--- config.mk ---
export PLATFORM = sky130hd
export DESIGN_NAME = panel_seq
export DESIGN_NICKNAME = d
export VERILOG_FILES = /design/src/rtl/panel_seq.sv
export SDC_FILE = /design/constraint.sdc
export NUM_CORES = 1
export LEC_CHECK = 0
export CAP_MARGIN = 20
export CORE_AREA = 3 3 102 75
export DETAILED_ROUTE_END_ITERATION = 7
export DIE_AREA = 0 0 105 78
export GPL_TIMING_DRIVEN = 0
export HOLD_SLACK_MARGIN = 0.03
export PLACE_DENSITY = 0.8
export SYNTH_ARGS = -nofsm -noshare
export SYNTH_HDL_FRONTEND = slang
export SYNTH_SLANG_ARGS = --single-unit
export TNS_END_PERCENT = 5
--- constraint.sdc ---
create_clock -name clk_i -period 2.5 [get_ports clk_i]
set_input_delay 0.5 -clock clk_i [delete_from_list [all_inputs] [get_ports clk_i]]
set_output_delay 0.5 -clock clk_i [all_outputs]
set_load 0.005 [all_outputs]
--- src/rtl/panel_seq.sv ---
// Front-panel sequencer: turns debounced button pulses into core run/step/reset
// control, owns the memory port while the core is parked, and drives the display register.
module panel_seq #(
  parameter int ADDR_W     = 8,
  parameter int DATA_W     = 16,
  parameter int CNT_W      = 4,
  parameter int SETTLE_CYC = 3
) (
  input  logic              clk_i,
  input  logic              rst_i,
  input  logic              btn_load_i,
  input  logic              btn_look_i,
  input  logic              btn_step_i,
  input  logic              btn_run_i,
  input  logic              btn_enter_i,
  input  logic              btn_stop_i,
  output logic              btn_load_o,
  output logic              btn_look_o,
  output logic              btn_step_o,
  output logic              btn_run_o,
  output logic              btn_enter_o,
  output logic              btn_stop_o,
  output logic              led_ready_o,
  output logic              led_inwait_o,
  output logic              led_brk_o,
  input  logic [ADDR_W-1:0] sw_addr_i,
  input  logic [DATA_W-1:0] sw_data_i,
  output logic [DATA_W-1:0] sw_data_o,
  input  logic [CNT_W-1:0]  step_cnt_i,
  input  logic              brk_en_i,
  input  logic [ADDR_W-1:0] brk_addr_i,
  input  logic              stdin_rdy_i,
  input  logic              inwait_i,
  input  logic              cpu_halt_i,
  input  logic              cpu_done_i,
  input  logic              instr_val_i,
  input  logic [DATA_W-1:0] instr_data_i,
  input  logic [ADDR_W-1:0] pc_i,
  output logic              core_rst_no,
  output logic [1:0]        cpu_exec_o,
  output logic              pc_wen_o,
  output logic              mem_sel_o,
  output logic              mem_val_o,
  output logic              mem_wen_o,
  output logic [ADDR_W-1:0] mem_addr_o,
  output logic [DATA_W-1:0] mem_wdata_o,
  input  logic              mem_rdy_i,
  input  logic [DATA_W-1:0] mem_rdata_i,
  output logic              stdout_flush_o
);

  localparam int SC_W = $clog2(SETTLE_CYC + 1);
  localparam logic [SC_W-1:0]  SC_LOAD = SC_W'(SETTLE_CYC);
  localparam logic [CNT_W-1:0] CNT_ONE = CNT_W'(1);

  typedef enum logic [2:0] {
    S_READY, S_STEP, S_RUN, S_DRAIN, S_SETTLE, S_INWAIT, S_HALT
  } state_t;

  state_t             r_state;
  state_t             r_target;
  logic [CNT_W-1:0]   r_remaining;
  logic [SC_W-1:0]    r_settle;
  logic [ADDR_W-1:0]  r_pc_hold;
  logic               r_brk;
  logic [DATA_W-1:0]  r_disp;
  logic               r_pend;

  logic               w_service;
  logic               w_load;
  logic               w_look;
  logic               w_settle_req;
  logic               w_svc_acc;
  logic               w_hit;
  logic               w_running;
  logic [CNT_W-1:0]   w_cnt_eff;

  assign w_service    = (r_state == S_READY) || (r_state == S_INWAIT) || (r_state == S_HALT);
  assign w_load       = w_service & btn_load_i;
  assign w_look       = w_service & btn_look_i & ~btn_load_i;
  assign w_settle_req = (r_state == S_SETTLE) && (r_settle == '0);
  assign w_svc_acc    = (w_load | w_look) & mem_rdy_i;
  assign w_hit        = brk_en_i & instr_val_i & (pc_i == brk_addr_i);
  assign w_running    = (r_state == S_STEP) || (r_state == S_RUN) || (r_state == S_DRAIN);
  assign w_cnt_eff    = (step_cnt_i == '0) ? CNT_ONE : step_cnt_i;

  // Memory port: button service in parked states, settle read of the held PC otherwise.
  assign mem_val_o   = w_load | w_look | w_settle_req;
  assign mem_wen_o   = w_load;
  assign mem_addr_o  = w_settle_req ? r_pc_hold : sw_addr_i;
  assign mem_wdata_o = sw_data_i;
  assign pc_wen_o    = w_load | w_look;
  assign sw_data_o   = r_disp;
  assign led_brk_o   = r_brk;

  always_comb begin
    btn_load_o     = 1'b0;
    btn_look_o     = 1'b0;
    btn_step_o     = 1'b0;
    btn_run_o      = 1'b0;
    btn_enter_o    = 1'b0;
    btn_stop_o     = 1'b0;
    led_ready_o    = 1'b0;
    led_inwait_o   = 1'b0;
    core_rst_no    = 1'b0;
    cpu_exec_o     = 2'd0;
    mem_sel_o      = 1'b0;
    stdout_flush_o = 1'b1;
    case (r_state)
      S_READY: begin
        btn_load_o  = 1'b1;
        btn_look_o  = 1'b1;
        btn_step_o  = 1'b1;
        btn_run_o   = 1'b1;
        btn_enter_o = stdin_rdy_i;
        led_ready_o = 1'b1;
        mem_sel_o   = 1'b1;
      end
      S_STEP: begin
        core_rst_no = 1'b1;
        cpu_exec_o  = (r_remaining != '0) ? 2'd2 : 2'd0;
      end
      S_RUN: begin
        core_rst_no    = 1'b1;
        cpu_exec_o     = 2'd1;
        btn_stop_o     = 1'b1;
        stdout_flush_o = 1'b0;
      end
      S_DRAIN: core_rst_no = 1'b1;
      S_SETTLE: begin
        // The core keeps running only for the first settle cycle, then is held in reset.
        core_rst_no = (r_settle == SC_LOAD);
        mem_sel_o   = 1'b1;
      end
      S_INWAIT: begin
        btn_load_o   = 1'b1;
        btn_look_o   = 1'b1;
        btn_enter_o  = 1'b1;
        led_inwait_o = 1'b1;
        mem_sel_o    = 1'b1;
      end
      S_HALT: begin
        btn_load_o  = 1'b1;
        btn_look_o  = 1'b1;
        btn_enter_o = stdin_rdy_i;
        led_ready_o = 1'b1;
        mem_sel_o   = 1'b1;
      end
      default: ;
    endcase
  end

  always_ff @(posedge clk_i) begin
    if (rst_i) begin
      r_state     <= S_READY;
      r_target    <= S_READY;
      r_remaining <= '0;
      r_settle    <= '0;
      r_pc_hold   <= '0;
      r_brk       <= 1'b0;
      r_disp      <= '0;
      r_pend      <= 1'b0;
    end else begin
      // A read result is only valid the cycle after acceptance.
      r_pend <= (w_look | w_settle_req) & mem_rdy_i;
      if (instr_val_i)
        r_disp <= instr_data_i;
      else if (w_load && mem_rdy_i)
        r_disp <= sw_data_i;
      else if (r_pend)
        r_disp <= mem_rdata_i;

      if (w_svc_acc)
        r_brk <= 1'b0;
      else if (w_running && w_hit)
        r_brk <= 1'b1;

      case (r_state)
        S_READY: begin
          if (btn_run_i) begin
            r_state <= S_RUN;
            r_brk   <= 1'b0;
          end else if (btn_step_i) begin
            r_state     <= S_STEP;
            r_remaining <= w_cnt_eff;
            r_brk       <= 1'b0;
          end
        end
        S_STEP: begin
          if (instr_val_i && r_remaining != '0)
            r_remaining <= r_remaining - CNT_ONE;
          if (inwait_i) begin
            r_state  <= S_SETTLE;
            r_target <= S_INWAIT;
            r_settle <= SC_LOAD;
          end else if (cpu_halt_i) begin
            r_state  <= S_SETTLE;
            r_target <= S_HALT;
            r_settle <= SC_LOAD;
          end else if (w_hit || (instr_val_i && r_remaining == CNT_ONE)) begin
            r_state <= S_DRAIN;
          end
        end
        S_RUN: begin
          if (inwait_i) begin
            r_state  <= S_SETTLE;
            r_target <= S_INWAIT;
            r_settle <= SC_LOAD;
          end else if (cpu_halt_i) begin
            r_state  <= S_SETTLE;
            r_target <= S_HALT;
            r_settle <= SC_LOAD;
          end else if (w_hit || btn_stop_i) begin
            r_state <= S_DRAIN;
          end
        end
        S_DRAIN: begin
          if (inwait_i) begin
            r_state  <= S_SETTLE;
            r_target <= S_INWAIT;
            r_settle <= SC_LOAD;
          end else if (cpu_halt_i) begin
            r_state  <= S_SETTLE;
            r_target <= S_HALT;
            r_settle <= SC_LOAD;
          end else if (cpu_done_i) begin
            r_state <= S_READY;
          end
        end
        S_SETTLE: begin
          // Latch the PC before core reset scrambles it.
          if (r_settle == SC_LOAD)
            r_pc_hold <= pc_i;
          if (r_settle != '0)
            r_settle <= r_settle - SC_W'(1);
          else if (mem_rdy_i)
            r_state <= r_target;
        end
        S_INWAIT: begin
          if (btn_enter_i)
            r_state <= S_READY;
        end
        S_HALT: begin
          if (w_svc_acc)
            r_state <= S_READY;
        end
        default: r_state <= S_READY;
      endcase
    end
  end

endmodule

==> results of run 1 <==
==> cells in the mapped netlist, drive strengths merged <==
| master | count | share of area |
|---|---|---|
| nor2 | 51 | 0.073 |
| nand2 | 49 | 0.071 |
| dfxtp | 38 | 0.29 |
| buf | 27 | 0.068 |
| inv | 25 | 0.036 |
| a211oi | 22 | 0.096 |
| a21oi | 18 | 0.037 |
| a311o | 16 | 0.061 |
| clkbuf | 11 | 0.016 |
| mux2 | 10 | 0.043 |
| nor3 | 9 | 0.019 |
| nor2b | 7 | 0.017 |
| nand2b | 6 | 0.014 |
| o21ai | 6 | 0.011 |
| xnor2 | 5 | 0.017 |
| a31oi | 4 | 0.0096 |
| ha | 4 | 0.019 |
| nor3b | 4 | 0.013 |
| xor2 | 4 | 0.013 |
| and2 | 3 | 0.0072 |
| o211ai | 2 | 0.0057 |
| o21a | 2 | 0.0057 |
| o31ai | 2 | 0.0057 |
| a2111oi | 1 | 0.0033 |
| a22o | 1 | 0.0033 |
| a32o | 1 | 0.0038 |
| a32oi | 1 | 0.0033 |
| nand3 | 1 | 0.0019 |
| nand4 | 1 | 0.0024 |
| o2111ai | 1 | 0.0057 |
| o21ba | 1 | 0.0038 |
| o21bai | 1 | 0.0043 |
| o311ai | 1 | 0.0033 |
| or2 | 1 | 0.0024 |
| or3 | 1 | 0.0024 |
| or3b | 1 | 0.0033 |
| or4b | 1 | 0.0053 |
==> cell type report <==
class,count,area share
tap,94,0.0270
buffer,38,0.0558
multi-input combinational,238,0.358
inverter,25,0.0216
clock buffer,8,0.0253
sequential,38,0.176
timing repair buffer,147,0.336
==> registers in the layout, indices dropped and copies added (netlist names) <==
name,count
r_settle,2
sw_data_o,16
r_pc_hold,8
r_target,3
r_pend,1
led_brk_o,1
r_state,3
r_remaining,4
==> power by group <==
group	switching (mW)	leakage, nW	internal [mW]
logic	0.943	1.34	1.07
clock network	0.226	0.0575	0.279
registers	0.0910	0.313	0.725
total	1.26	1.71	2.08
==> path summary, 6_finish.rpt <==
check	slack, ns	startpoint	endpoint
max	-0.12	r_state[1]$_SDFFE_PP0P_	mem_addr_o[0]
min	0.46	r_pc_hold[1]$_SDFFE_PP0P_	r_pc_hold[1]$_SDFFE_PP0P_
max reg2reg	0.42	r_state[0]$_SDFFE_PP0P_	sw_data_o[11]$_SDFFE_PP0P_
min reg2reg	0.46	r_pc_hold[1]$_SDFFE_PP0P_	r_pc_hold[1]$_SDFFE_PP0P_
==> layout by cell type (no fill, tap or decap), types with 3 or more instances in the layout <==
cell type	Yosys	routed
nor3b_1	3	3
a211oi_2	17	17
nor2b_1	7	7
buf_2	8	5
dfxtp_2	0	3
nand2b_1	6	6
nand2_1	48	47
mux2_2	8	8
a211oi_1	5	5
a21oi_1	16	16
a311o_1	16	16
a31oi_1	4	4
dlygate4sd2_1	0	6
dfxtp_1	38	35
nor2_1	51	50
xor2_1	4	4
clkdlybuf4s50_1	0	140
clkbuf_1	11	11
nor3_1	8	8
buf_4	18	19
clkbuf_8	0	8
inv_1	24	24
xnor2_1	5	5
o21ai_0	5	5
ha_1	4	4
==> worst register-to-register path, stage by stage, from the launching register on <==
cell	delay (ns)
dfxtp_2	0.34
buf_6	0.14
o21bai_2	0.25
o2111ai_2	0.27
nand2_2	0.22
clkbuf_1	0.45
nor2_1	0.11
a211oi_2	0.22
==> layer usage <==
layer / up-vias / GRT usage / part of all wire
li1: 1462 / - / -
met1: 1351 / 0.276 / 0.44
met2: 111 / 0.363 / 0.47
met3: 12 / 0.0540 / 0.077
met4: 0 / 0.0708 / 0.014
met5: - / 0 / 0
==> logic make-up after synthesis <==
group	after synthesis
AO/OA/AOI/OAI	80
XOR/XNOR	9
adder cells (fa/ha/maj)	4
buffers and inverters	63
flip-flops	38
multiplexers	10
AND/OR/NAND/NOR	135
==> through the flow <==
step | total power [mW] | instance area (µm²) | TNS (ns)
floorplan | 1.84 | 2620 | 0
global placement | 2.71 | 4190 | -1.94
detailed placement | 2.76 | 4190 | -2.26
CTS | 3.33 | 4340 | -0.238
global route | 3.55 | 4350 | -0.758
finish | 3.34 | 4350 | -0.305
==> what timing repair did <==
action,in CTS,in global routing
endpoints found under the setup margin,13,7
setup buffers,1,0
pin swaps,1,0
resized for setup,20,1
==> impl_metrics.ini, run 1 <==
[yosys]
syn-num-nets = 434
ys_ff_latch = 38
synth_top_family_by_area = compound AO/OA/AOI/OAI gates
synth_area_per_cell_um2 = 7.71
synth_xor_area_frac = 0.0301
synthMuxAreaShare = 0.0431
synthAdderAreaFrac = 0.0191
synth_compound_area_frac = 0.264
synth.distinct_cells = 47
synth_cells = 339
syn_area_mm2 = 0.00262
ys_seq_area_frac = 0.291
synthSimpleGateAreaFrac = 0.233
yosys_warnings = 0

[setup_path]
critPathArrivalTime_ns = 2.12
critPathCaptureType = output port
path_depth = 6
path_delay_family = buffers and inverters
critical_path_class = reg -> out
crit_required_ns = 2.00
cp_cell_sequence = buf_6 -> nor3b_4 -> and2_4 -> buf_8 -> mux2_2 -> clkdlybuf4s50_1
crit_fanout = 10
cp_slowest_cell = clkdlybuf4s50_1
slowest_delay_ns = 0.44
critPathBufInv = 3
worst_setup_path_start_kind = register
rr_worst_depth = 7

[placed_design]
dp_slack_ns = -0.268
dp.cells = 579
io_buffers = 146
gp_congestion = 0.982
hpwl_mm = 7.41

[drt]
drc = 0
totalWireLength_mm = 9.20
drtIter0Drc = 122
wl_per_cell_um = 15.6
avgViaCountPerCell = 4.99
route.vias.total = 2936
ant_nets = 0
firstDrtPassIters = 4

[global_route]
grtUsageTotal = 0.218
gr-total-overflow = 0
antenna_found_initial = 0
grt_start_max_net_pins = 12
grt_pass1_wl_mm = 14.4
grt_pass1_vias = 2807

[status]
failed_checks = negative setup slack
status = complete, but fails checks

[clocking]
htreeDepth = 2
holdBufCountCts = 0
cts_tree = built
cts_buffers = 5
clk_latency_ns = 0.30
clock_path_buffers = 2
clk_pin_slew_ns = 0.08
numClockSinks = 38
cts-root-buf = clkbuf_8

[cells_and_area]
drive_gt1_frac = 0.156
syn_to_final_growth_pct = 66.3
seq_area_um2 = 764
insertedDiodeCount = 0
multiInputGateArea_mm2 = 0.00156
fin_util = 0.650
nNetsFinal = 588
stdcell_count = 588
fillers = 603

[floorplan]
dieArea_mm2 = 0.00819
io_pins = 148
rows = 25
die_h_um = 78
die_w_um = 105
core_area_mm2 = 0.00669
start_util = 0.391

[hold_path]
hp-class = reg -> reg
whs_path_depth = 2

[sta]
slew_viol_final = 0
fmax_ghz = 0.382
clock_skew_ns = 0.00537
fin_crit_ns = 2.62
setup_viol = 4
hold_viol_final = 0
timing.final.crit_share = 1.05
whs_ns = 0.460
rsz0062_at_grt = yes
tightest_slew_ns = 0.788
maxSlewHeadroom = 0.475
final.setup.worst_slack_ns = -0.115

[pwr]
leakagePower_nw = 1.71
powerDensity_mw_per_mm2 = 767
ir_drop_uv = 385

[job]
drv_cap = 0
Power figures use the tool's default switching activity.
==> inputs of run 2 (changes only) <==
CTS_CLUSTER_DIAMETER = 40   (was not set)
==> results of run 2 <==
Same layout as run 1: the final DEF is identical, and so are final timing and power.
==> inputs of run 3 (changes only) <==
CORE_AREA = 3 3 106 78   (was 3 3 102 75)
CTS_BUF_LIST = sky130_fd_sc_hd__clkbuf_8   (was not set)
DIE_AREA = 0 0 109 81   (was 0 0 105 78)
PLACE_DENSITY = 0.78   (was 0.8)
clock period = 2.2 ns   (was 2.5 ns; I/O delays follow)
==> impl_metrics.ini, run 3 (synthesized netlist as in run 1, its figures left out) <==
[setup_path]
critical_path_class = reg -> out
rr_worst_depth = 7
critPathArrivalTime_ns = 1.86
r2r_start = r_state[1]$_SDFFE_PP0P_
crit_required_ns = 1.76
r2r_end = sw_data_o[12]$_SDFFE_PP0P_
crit_fanout = 4
rrSetupSlack_ns = 0.17
critPathCaptureType = output port
worst_setup_path_start_kind = register

[sta]
clock_skew_ns = 0.0155
slew_viol_final = 0
final.setup.worst_slack_ns = -0.103
fmax_ghz = 0.434
timing.final.crit_share = 1.05
rsz0062_at_grt = yes
maxSlewHeadroom = 0.408
hold_viol_final = 0
setup_viol = 6
tightest_slew_ns = 0.888
fin_crit_ns = 2.30

[placed_design]
hpwl_mm = 7.23
gp_congestion = 0.883
dp.cells = 583
io_buffers = 146

[floorplan]
io_pins = 148
die_w_um = 109
core_area_mm2 = 0.00725
dieArea_mm2 = 0.00883
die_h_um = 81
start_util = 0.360
rows = 26

[global_route]
grt_pass1_wl_mm = 14.0
antenna_found_initial = 0
grt_pass1_vias = 2830
gr-total-overflow = 0
grt_start_max_net_pins = 14
grtUsageTotal = 0.199

[drt]
drc = 0
route.vias.total = 3015
ant_nets = 0
wl_per_cell_um = 15.5
totalWireLength_mm = 9.26
avgViaCountPerCell = 5.03
drtIter0Drc = 103
firstDrtPassIters = 5

[cells_and_area]
mostFrequentLayoutCells = clkdlybuf4s50_1 (130), nor2_1 (49), nand2_1 (47), dfxtp_1 (33), buf_4 (25)
largest_reg_flops = 16
final_common_cell = clkdlybuf4s50_1
syn_to_final_growth_pct = 72.1
fin_util = 0.620
drive_gt1_frac = 0.206
insertedDiodeCount = 0
nNetsFinal = 595
fillers = 640
stdcell_count = 599

[pwr]
powerDensity_mw_per_mm2 = 917
leakagePower_nw = 1.83
ir_drop_uv = 457

[job]
drv_cap = 0

[clocking]
cts_tree = built
clk_latency_ns = 0.29
cts-root-buf = clkbuf_8
numClockSinks = 38
htreeDepth = 2
cts_buffers = 5
clock_path_buffers = 2
holdBufCountCts = 0
clk_pin_slew_ns = 0.09

[hold_path]
min_from = pc_i[6]
whs_path_depth = 3
hold_path_end = r_pc_hold[6]$_SDFFE_PP0P_
hp-class = in -> reg

[status]
status = complete, but fails checks
failed_checks = negative setup slack
[run 3: cell count changes in the layout (fill, tap and decap cells not counted), moves of 3 or more]
| cell | change |
|---|---|
| buf_4 | +6 |
| dlymetal6s2s_1 | +3 |
| clkbuf_8 | -3 |
| clkbuf_2 | +6 |
| clkdlybuf4s50_1 | -10 |
| mux2_4 | +5 |
| mux2_2 | -4 |
[run 3: worst max-delay path: stages (launching register included)]
cell	delay [ns]
dfxtp_4	0.36
buf_4	0.16
xor2_1	0.18
o21ai_2	0.24
nor2_2	0.09
or2_2	0.28
dlygate4sd2_1	0.26
[run 3: layout make-up]
| type | instances | area (µm²) | share of cell area |
|---|---|---|---|
| inverters | 25 | 93.8 | 0.0209 |
| clock buffers | 5 | 68.8 | 0.0153 |
| clock inverters | 3 | 68.8 | 0.0153 |
| repair buffers | 155 | 1510 | 0.335 |
| multi-input cells | 238 | 1640 | 0.364 |
| plain buffers | 37 | 230 | 0.0512 |
| well taps | 98 | 123 | 0.0273 |
| flip-flops and latches | 38 | 772 | 0.172 |
[run 3: worst max-delay path by stage]
stage,from,to,slack [ns],depth (start not counted)
floorplan,r_state[1]$_SDFFE_PP0P_,mem_addr_o[0],0.25,5
global placement,r_state[1]$_SDFFE_PP0P_,mem_addr_o[1],-0.41,6
detailed placement,r_state[1]$_SDFFE_PP0P_,mem_addr_o[1],-0.41,6
CTS,r_state[1]$_SDFFE_PP0P_,mem_addr_o[5],-0.17,7
global route,r_state[1]$_SDFFE_PP0P_,mem_val_o,-0.19,6
finish,r_state[1]$_SDFFE_PP0P_,mem_val_o,-0.10,6
[run 3: layer usage]
metal	global-route usage	wire length [µm]	part of all wire	vias to the layer above
met5	0	0	0	-
met1	0.272	4000	0.43	1400
met3	0.0508	935	0.10	11
met4	0.0429	114	0.012	0
li1	-	-	-	1474
met2	0.316	4210	0.45	130
[run 3: power breakdown]
group	total (mW)	leakage (nW)	internal [mW]	switching (mW)
combinational	2.48	1.44	1.32	1.17
sequential	0.931	0.314	0.831	0.0995
clock	0.710	0.0683	0.455	0.256
total	4.13	1.83	2.61	1.52
[run 3: what timing repair did]
item,CTS,global route
cloned,2,0
endpoints found under the setup margin,25,21
buffers inserted,4,3
pin swaps,4,7
resized for setup,53,24
[run 3: metrics by stage]
step                setup slack, ns  cell area (µm²)  setup TNS, ns  hold slack, ns  total power, mW
global route                 -0.186             4500          -1.18           0.453             4.39
CTS                          -0.169             4450          -1.24           0.461             4.01
finish                       -0.103             4500         -0.283           0.448             4.13
floorplan                     0.252             2620              0           0.433             2.09
detailed placement           -0.409             4200          -5.51           0.448             3.13
global placement             -0.411             4200          -5.18           0.442             3.11
